[src/rtl/sha_miner_pkg.sv]
// Shared types and widths for the SHA-256 nonce driver and its found-result FIFO.
package sha_miner_pkg;

    localparam int NONCE_W  = 32;
    localparam int BLOCK_W  = 256;
    localparam int DIGEST_W = 256;
    localparam int FOUND_W  = NONCE_W + DIGEST_W;
    // One extra bit so a count of 2^32 nonces fits.
    localparam int CNT_W    = NONCE_W + 1;

    typedef enum logic [1:0] {
        IDLE  = 2'd0,
        ISSUE = 2'd1,
        DRAIN = 2'd2
    } drv_state_e;

    // A requested count of zero stands for the full 2^32 nonce space.
    function automatic logic [CNT_W-1:0] count_span(input logic [NONCE_W-1:0] cnt);
        logic [CNT_W-1:0] span;
        if (cnt == {NONCE_W{1'b0}}) begin
            span = {1'b1, {NONCE_W{1'b0}}};
        end else begin
            span = {1'b0, cnt};
        end
        return span;
    endfunction

    // Overwrite the low nonce field of a block template.
    function automatic logic [BLOCK_W-1:0] insert_nonce(input logic [BLOCK_W-1:0] blk,
                                                        input logic [NONCE_W-1:0] nonce);
        logic [BLOCK_W-1:0] r;
        r              = blk;
        r[NONCE_W-1:0] = nonce;
        return r;
    endfunction

endpackage

[src/rtl/sha_found_fifo.sv]
// Synchronous FIFO holding (nonce, digest) hits; a push into a full FIFO
// is accepted only when a pop happens in the same cycle.
module sha_found_fifo
    import sha_miner_pkg::*;
#(
    parameter int WIDTH = FOUND_W,
    parameter int DEPTH = 4
) (
    input  logic             clk_i,
    input  logic             rst_ni,
    input  logic             push_i,
    input  logic [WIDTH-1:0] data_i,
    input  logic             pop_i,
    output logic [WIDTH-1:0] data_o,
    output logic             full_o,
    output logic             empty_o
);

    localparam int AW = $clog2(DEPTH);

    logic [WIDTH-1:0] mem_q [DEPTH];
    logic [AW:0]      wr_ptr_q, wr_ptr_d;
    logic [AW:0]      rd_ptr_q, rd_ptr_d;
    logic             do_push_s, do_pop_s;

    assign empty_o   = (wr_ptr_q == rd_ptr_q);
    assign full_o    = (wr_ptr_q[AW] != rd_ptr_q[AW]) && (wr_ptr_q[AW-1:0] == rd_ptr_q[AW-1:0]);
    assign do_pop_s  = pop_i && !empty_o;
    assign do_push_s = push_i && (!full_o || do_pop_s);
    assign data_o    = mem_q[rd_ptr_q[AW-1:0]];

    // Pointer advance for accepted push/pop.
    always_comb begin
        wr_ptr_d = wr_ptr_q + {{AW{1'b0}}, do_push_s};
        rd_ptr_d = rd_ptr_q + {{AW{1'b0}}, do_pop_s};
    end

    // Pointer registers, emptied only by reset.
    always_ff @(posedge clk_i) begin
        if (!rst_ni) begin
            wr_ptr_q <= {(AW+1){1'b0}};
            rd_ptr_q <= {(AW+1){1'b0}};
        end else begin
            wr_ptr_q <= wr_ptr_d;
            rd_ptr_q <= rd_ptr_d;
        end
    end

    // Entry storage; contents are only meaningful between the pointers.
    always_ff @(posedge clk_i) begin
        if (do_push_s) begin
            mem_q[wr_ptr_q[AW-1:0]] <= data_i;
        end
    end

endmodule

[src/rtl/sha256_nonce_driver.sv]
// Work-item driver for sha256_3_pipeline: issues one block per cycle with an
// incrementing nonce, tracks in-order returns and queues digests whose low
// ZERO_BITS bits are zero.
// Optional: define SHA_DRIVER_STATS_EN to add the saturating hash_count port.
module sha256_nonce_driver
    import sha_miner_pkg::*;
#(
    parameter int PIPE_LATENCY = 66,
    parameter int ZERO_BITS    = 32,
    parameter int FOUND_DEPTH  = 4
) (
    input  logic                CLK,
    input  logic                RST,
    input  logic                work_valid,
    output logic                work_ready,
    input  logic [BLOCK_W-1:0]  work_block,
    input  logic [NONCE_W-1:0]  work_nonce_start,
    input  logic [NONCE_W-1:0]  work_nonce_count,
    input  logic                abort,
    output logic                pipe_write_en,
    output logic [BLOCK_W-1:0]  pipe_block,
    input  logic [DIGEST_W-1:0] pipe_digest,
    input  logic                pipe_valid,
    output logic                found_valid,
    input  logic                found_ready,
    output logic [NONCE_W-1:0]  found_nonce,
    output logic [DIGEST_W-1:0] found_digest,
    output logic                busy,
    output logic                overflow
`ifdef SHA_DRIVER_STATS_EN
    ,
    output logic [47:0]         hash_count
`endif
);

    // Returns are matched purely by order, so latency only needs to be sane.
    if (PIPE_LATENCY < 1 || ZERO_BITS < 1 || ZERO_BITS > 255 || FOUND_DEPTH < 2) begin : g_bad_param
        $error("sha256_nonce_driver: parameter out of range");
    end

    drv_state_e          state_q, state_d;
    logic [NONCE_W-1:0]  start_q, start_d;
    logic [CNT_W-1:0]    span_q, span_d;
    logic [CNT_W-1:0]    issue_q, issue_d;
    logic [CNT_W-1:0]    ret_q, ret_d;
    logic                pipe_write_en_q, pipe_write_en_d;
    logic [BLOCK_W-1:0]  pipe_block_q, pipe_block_d;
    logic                overflow_q, overflow_d;

    logic                ret_take_s, hit_s, pop_s;
    logic                fifo_full_s, fifo_empty_s;
    logic [FOUND_W-1:0]  fifo_in_s, fifo_head_s;

    // A return is only ours while something is still outstanding.
    assign ret_take_s = pipe_valid && (ret_q < issue_q);
    assign hit_s      = ret_take_s && (pipe_digest[ZERO_BITS-1:0] == '0);
    assign pop_s      = found_ready && !fifo_empty_s;
    assign fifo_in_s  = {start_q + ret_q[NONCE_W-1:0], pipe_digest};

    // Next-state logic for the issue/drain FSM and its counters.
    always_comb begin
        state_d         = state_q;
        start_d         = start_q;
        span_d          = span_q;
        issue_d         = issue_q;
        pipe_write_en_d = 1'b0;
        pipe_block_d    = pipe_block_q;
        if (ret_take_s) begin
            ret_d = ret_q + CNT_W'(1);
        end else begin
            ret_d = ret_q;
        end
        if (hit_s && fifo_full_s && !pop_s) begin
            overflow_d = 1'b1;
        end else begin
            overflow_d = overflow_q;
        end
        case (state_q)
            IDLE: begin
                if (work_valid) begin
                    // The first block goes out on the accept edge itself.
                    state_d         = ISSUE;
                    start_d         = work_nonce_start;
                    span_d          = count_span(work_nonce_count);
                    issue_d         = CNT_W'(1);
                    ret_d           = {CNT_W{1'b0}};
                    pipe_write_en_d = 1'b1;
                    pipe_block_d    = insert_nonce(work_block, work_nonce_start);
                    overflow_d      = 1'b0;
                end else begin
                    state_d = IDLE;
                end
            end
            ISSUE: begin
                if (abort || (issue_q == span_q)) begin
                    state_d = DRAIN;
                end else begin
                    pipe_write_en_d = 1'b1;
                    pipe_block_d    = insert_nonce(pipe_block_q, start_q + issue_q[NONCE_W-1:0]);
                    issue_d         = issue_q + CNT_W'(1);
                end
            end
            DRAIN: begin
                if (ret_d == issue_q) begin
                    state_d = IDLE;
                end else begin
                    state_d = DRAIN;
                end
            end
            default: begin
                state_d = IDLE;
            end
        endcase
    end

    // State and datapath registers with synchronous active-low reset.
    always_ff @(posedge CLK) begin
        if (!RST) begin
            state_q         <= IDLE;
            start_q         <= {NONCE_W{1'b0}};
            span_q          <= {CNT_W{1'b0}};
            issue_q         <= {CNT_W{1'b0}};
            ret_q           <= {CNT_W{1'b0}};
            pipe_write_en_q <= 1'b0;
            pipe_block_q    <= {BLOCK_W{1'b0}};
            overflow_q      <= 1'b0;
        end else begin
            state_q         <= state_d;
            start_q         <= start_d;
            span_q          <= span_d;
            issue_q         <= issue_d;
            ret_q           <= ret_d;
            pipe_write_en_q <= pipe_write_en_d;
            pipe_block_q    <= pipe_block_d;
            overflow_q      <= overflow_d;
        end
    end

    sha_found_fifo #(
        .WIDTH (FOUND_W),
        .DEPTH (FOUND_DEPTH)
    ) u_found_fifo (
        .clk_i   (CLK),
        .rst_ni  (RST),
        .push_i  (hit_s),
        .data_i  (fifo_in_s),
        .pop_i   (found_ready),
        .data_o  (fifo_head_s),
        .full_o  (fifo_full_s),
        .empty_o (fifo_empty_s)
    );

    assign work_ready    = (state_q == IDLE);
    assign busy          = (state_q != IDLE);
    assign pipe_write_en = pipe_write_en_q;
    assign pipe_block    = pipe_block_q;
    assign overflow      = overflow_q;
    assign found_valid   = !fifo_empty_s;
    assign found_nonce   = fifo_head_s[FOUND_W-1:DIGEST_W];
    assign found_digest  = fifo_head_s[DIGEST_W-1:0];

`ifdef SHA_DRIVER_STATS_EN
    logic [47:0] hash_count_q, hash_count_d;

    // Count accepted returns, holding at all-ones.
    always_comb begin
        if (ret_take_s && (hash_count_q != 48'hFFFF_FFFF_FFFF)) begin
            hash_count_d = hash_count_q + 48'd1;
        end else begin
            hash_count_d = hash_count_q;
        end
    end

    // Statistics register, cleared only by reset.
    always_ff @(posedge CLK) begin
        if (!RST) begin
            hash_count_q <= 48'd0;
        end else begin
            hash_count_q <= hash_count_d;
        end
    end

    assign hash_count = hash_count_q;
`endif

endmodule
[config.mk]
export PLATFORM = sky130hd
export DESIGN_NAME = sha256_nonce_driver
export DESIGN_NICKNAME = d
export VERILOG_FILES = /design/src/rtl/sha_miner_pkg.sv /design/src/rtl/sha_found_fifo.sv /design/src/rtl/sha256_nonce_driver.sv
export SDC_FILE = /design/constraint.sdc
export NUM_CORES = 2
export LEC_CHECK = 0
export ABC_AREA = 1
export CORE_AREA = 2 2 440 442
export DETAILED_ROUTE_END_ITERATION = 8
export DIE_AREA = 0 0 442 444
export DONT_BUFFER_PORTS = 1
export PLACE_DENSITY = 0.55
export REMOVE_ABC_BUFFERS = 1
export SKIP_LAST_GASP = 1
export SYNTH_ARGS = -nofsm -noshare
export SYNTH_HDL_FRONTEND = slang
export SYNTH_SLANG_ARGS = --single-unit
[constraint.sdc]
create_clock -name CLK -period 31.9 [get_ports CLK]
set_input_delay 6.38 -clock CLK [delete_from_list [all_inputs] [get_ports CLK]]
set_output_delay 6.38 -clock CLK [all_outputs]
set_load 0.03 [all_outputs]
# Word-level counts from Yosys, hierarchy flattened
# Memory sizes are Yosys's and may differ from the RTL's. A register that Yosys moved wholly into a read port is not among the register bits.
# Cells that the tools add are included.
[word_totals]
reg_bits = 397
latchBits = 0
mem_bits_rw = 1152
romBits = 0
inputBits = 582
word_cells = 73
memories = 1
[op_classes]
n_addsub = 6
multipliers = 0
div = 0
order_cmp = 1
eq_ne = 10
n_shift = 0
muxes = 23
n_bitwise = 1
n_reduce_logical = 20
[mem_list]
columns = ["memory", "words", "word_bits", "rd", "rd_clocked_by_memory_dff", "wr", "line_no", "source"]
rows = [
  ["u_found_fifo.mem_q", 4, 288, 1, 1, 1, "sha_found_fifo.sv:21", "logic [WIDTH-1:0] mem_q [DEPTH];"],
]
[op_table]
columns = ["operator", "n"]
rows = [
  ["$pmux 256 s2", 1],
  ["$mux 256", 1],
  ["$mux 33", 6],
  ["$add 33x1->33 const B", 2],
  ["$eq 33x33->1", 2],
  ["$pmux 33 s2", 1],
  ["$add 32x32->32", 2],
  ["$logic_not 32->1", 2],
  ["$lt 33x33->1", 1],
  ["$mux 32", 1],
  ["$mux 1", 8],
  ["$logic_and 1x1->1", 7],
  ["$add 3x1->3", 2],
  ["$mux 2", 3],
  ["$ne 2x2->1 const B", 3],
  ["$pmux 2 s3", 1],
  ["$reduce_and 3->1", 2],
  ["$reduce_bool 2->1", 2],
  ["$eq 3x3->1", 1],
  ["$logic_not 1->1", 3],
  ["$eq 2x1->1 const B", 1],
  ["$eq 2x2->1", 1],
  ["$eq 2x2->1 const B", 1],
  ["$logic_not 2->1", 1],
  ["5 further kinds", 6],
]

# Logic depth before layout (Yosys ltp)
[depth]
ltp_word = 8
mapped_depth = 24

# Cells and area by module
# Synthesis repeated with hierarchy kept, for this count alone.
[unflattened]
cells_unflattened = 5760
area_unflattened_um2 = 63332.0
[modules_own_cells]
columns = ["module", "instances", "cells_per_inst", "area_per_inst_um2"]
rows = [
  ["sha_found_fifo", 1, 2838, 42951.2],
  ["sha256_nonce_driver", 1, 2922, 20380.8],
]

# Worst setup path before layout
# No wires, ideal clock.
[synth_path]
kind = "input to register"
startpoint = "in pipe_digest[25]"
endpoint = "mem u_found_fifo.mem_q[2][0] in the netlist's numbering, enable pin"
setup_time_ns = 1.292
arrival_ns = 26.500
required_time_ns = 30.608
path_slack_ns = 4.108
cell_stages = 7
path_cell_list = "nor4_1 nand4_1 nor2_1 nand2_1 nor2_1 inv_1 nor3_1"
[synth_between]
elab_chain_cells = 5
[synth_lines]
columns = ["element", "line_no", "source"]
rows = [
  ["start: declaration", "sha256_nonce_driver.sv:22", "input logic [DIGEST_W-1:0] pipe_digest,"],
  ["$logic_not 32->1", "sha256_nonce_driver.sv:56", "assign hit_s = ret_take_s && (pipe_digest[ZERO_BITS-1:0] == '0);"],
  ["$logic_and 1x1->1", "sha256_nonce_driver.sv:56", ""],
  ["$logic_and 1x1->1", "sha_found_fifo.sv:29", "assign do_push_s = push_i && (!full_o || do_pop_s);"],
  ["$mux 1", "sha_found_fifo.sv:51", "if (do_push_s) begin"],
  ["$mux 1 (implied by the code)", "sha_found_fifo.sv:52", "mem_q[wr_ptr_q[AW-1:0]] <= data_i;"],
  ["end: declaration", "sha_found_fifo.sv:21", ""],
]
# Every way passes these cells.

==> metrics.md <==
| Metric | Value |
|---|---|
| Outcome | finished clean |
| EDFF count, synth | 1152 |
| Largest cells by area after synthesis | edfxtp_1 55%, dfxtp_1 13%, nor2_1 7.6% |
| Top FF cell, synth | edfxtp_1 |
| Clk_lat worst skew | 0.83 ns |
| Num rows | 161 |
| Static Leak | 0.02450 uW |
| Cell taking the most area after synthesis | edfxtp_1 |
| Most frequent cells in the layout | 1270 x nor2_1, 1152 x edfxtp_1, 891 x o21ai_0, 429 x nand2_1, 395 x dfxtp_1 |
| Synth Cell Area | 62950 um2 |
| Final Slew Violations | 0 |
| Grt ovf | 0 |
| Critical Path Start Type | flop |
| Die area | 196200 um2 |
| Worst min-delay path class | flop to flop |
| Placed Cells | 8020 |
| Post-synth top area share | 54.96% |
| YS warnings | 0 |
| Compound-gate portion of the synthesized area | 12.91% |
| RSZ-0062 raised after global routing | false |
| Post-Route Skew | 0.05084 ns |
| Fin crit share | 36.54% |
| Crit-path slowest cell | buf_4 |
| Yosys cell types | 56 |
| Average vias per placed instance | 5.265 |
| Endpoint type of the worst setup path | output pin |
| Post-synthesis async set-or-reset flop share | 0% |
| Largest family of logic cells by synthesized area | compound AO/OA/AOI/OAI gates |
| Fin cells | 8357 |
| Slew headroom | 5.943% |
| Final ANT Viol Nets | 0 |
| Req. time, crit path | 25.52 ns |
| DP HPWL | 171000 um |
| Hold-fix buffers at CTS | 0 |
| Final hold vios | 0 |
| Final setup viols | 0 |
| Worst-path cell chain | buf_4, buf_4, buf_4, o21ai_0, o22ai_1 |
| Num ports | 1131 |
| Pwr dens | 67.26 nW/um2 |
| FILL cells | 18700 |
| DRC violations left | 0 |
| First drt pass iteration count | 5 |
| First-pass GRT wire length | 331400 um |
| Synthesized instance count | 5731 |
| Chip height | 444 um |
| Vias in the first global route | 41910 |
| I/O Buffers | 0 |
| Via count | 44000 |
| Seq/Total Area, Yosys | 67.58% |
| Peak supply drop | 0.05570 mV |
| Worst-path fanout max | 104 |
| Final TNS setup | 0 ns |
| Simple-gate share of the synthesized area | 12.52% |
| Critical path class | flop to output pin |
| Antenna violations before repair | 74 |
| Slowest stage delay, CP | 0.86 ns |
| Adder-cell share of the synthesized area | 2.051% |
| Post-synthesis average cell area | 10.98 um2 |
| Routability Congestion | 1.117 |
| Iter 0 DRT Violations | 3674 |
| Mux contribution to synthesized area | 0% |
| Clk slew on worst S/H paths | 0.06 ns |
| #FFs+latches synth | 1549 |
| Core area | 191600 um2 |
| Initial core utilization | 32.86% |
| Post-CTS setup buffers | 0 |
| Total wire length | 241000 um |
| Nets | 6348 |
| All-Layer GR Usage | 23.75% |
| Max cap viols | 0 |
| Clock Tree Root | clkbuf_16 |
| Commonest non-fill, non-tap cell in the layout | nor2_1 |
| CTS tree | built |
| CTS resizes | 0 |
| CP dominant cell by count | buf_4 |
| CP Data Arrival Time | 5.28 ns |
| Clk sinks | 1549 |
| Clk buf depth | 3 |
| Max Fclk | 85.79 MHz |
| Largest net degree at the start of global routing | 322 |
| Slew @ Worst Pin | 1.401 ns |
| WL/cell | 28.84 um |
| Post-synthesis xor/xnor area fraction | 1.694% |
| Die Width | 442 um |
| Htree depth | 4 |
| Layout cells sized above 1 | 6.728% |
| Layout area overhead | 12.93% |
| Minimum clock period | 11.66 ns |
| Inserted Clock Buffers | 168 |
[final cells by class]
cell class	instances	area (um2)	share of cell area, %
Sequential cell	1549	42550	59.85
Multi-Input combinational cell	3655	18420	25.91
Clock buffer	224	4641	6.528
Tap cell	2526	3161	4.446
Inverter	202	783.3	1.102
Timing Repair Buffer	88	735.7	1.035
Clock inverter	79	715.7	1.007
Antenna cell	34	85.08	0.1197
[registers in the layout (all words and copies together) (netlist names)]
register	cells
u_found_fifo.mem_q	1152
pipe_block	256
issue_q	33
ret_q	33
span_q	33
start_q	32
u_found_fifo.rd_ptr_q	3
u_found_fifo.wr_ptr_q	3
state_q	2
overflow	1
pipe_write_en	1
[report_power, final]
part           internal [uW]  switching [uW]
clock network           1080             823
logic                    146             352
registers               2230             153
[kinds of logic (layout without fill, tap and decap cells)]
kind of cell / after synthesis / after routing
XOR/XNOR: 117 / 117
AO/OA/AOI/OAI: 1481 / 1481
AND/OR/NAND/NOR: 1955 / 1955
buffers and inverters: 527 / 593
adder cells (fa/ha/maj): 102 / 102
flip-flops: 1549 / 1549
other: 0 / 34
[worst max-delay path, delay by kind of cell (launching register included)]
| family | cells | cell delay [ns] |
|---|---|---|
| DFF | 1 | 0.79 |
| AOI/OAI and AO/OA | 2 | 1.02 |
| buffers and inverters | 3 | 2.41 |
[worst paths after layout]
check | start | to | slack (ns) | cells after the start
worst max-delay path | u_found_fifo.rd_ptr_q[0] | found_digest[81] | 20.24 | 5
worst min-delay path | span_q[7] | span_q[7] | 0.49 | 1
worst max register to register | issue_q[22] | u_found_fifo.mem_q[1][251] | 25.35 | 16
worst min register to register | span_q[7] | span_q[7] | 0.49 | 1
[per-stage QoR]
stage	utilization, %	worst slack (ns)	hold slack [ns]	total power, uW	cell area (um2)
finish	37.11	20.24	0.4895	4782	71090
global route	37.08	19.89	0.5016	4962	71030
CTS	37.06	20.14	0.4922	4829	71000
detailed placement	34.27	20.47	0.4786	2916	65650
global placement	34.27	20.44	0.4716	2916	65650
floorplan	-	1.980	0.4591	2707	61660
[per-layer routing]
layer	global-route usage (%)	part of all wire, %	up-vias
met1	25.29	35	21500
met5	0	0.095	-
li1	-	-	20330
met3	10.99	11	395
met2	38.70	47	1746
met4	13.75	6.5	36
[Yosys cell counts (all sizes together), types with 53 or more instances]
cell,count
nor2,1283
edfxtp,1152
o21ai,929
nand2,441
dfxtp,397
clkbuf,301
o22ai,288
inv,200
a21oi,171
ha,100
nand3,92
xor2,71
nor3,53
No activity file was read; power rests on OpenSTA's default activity.
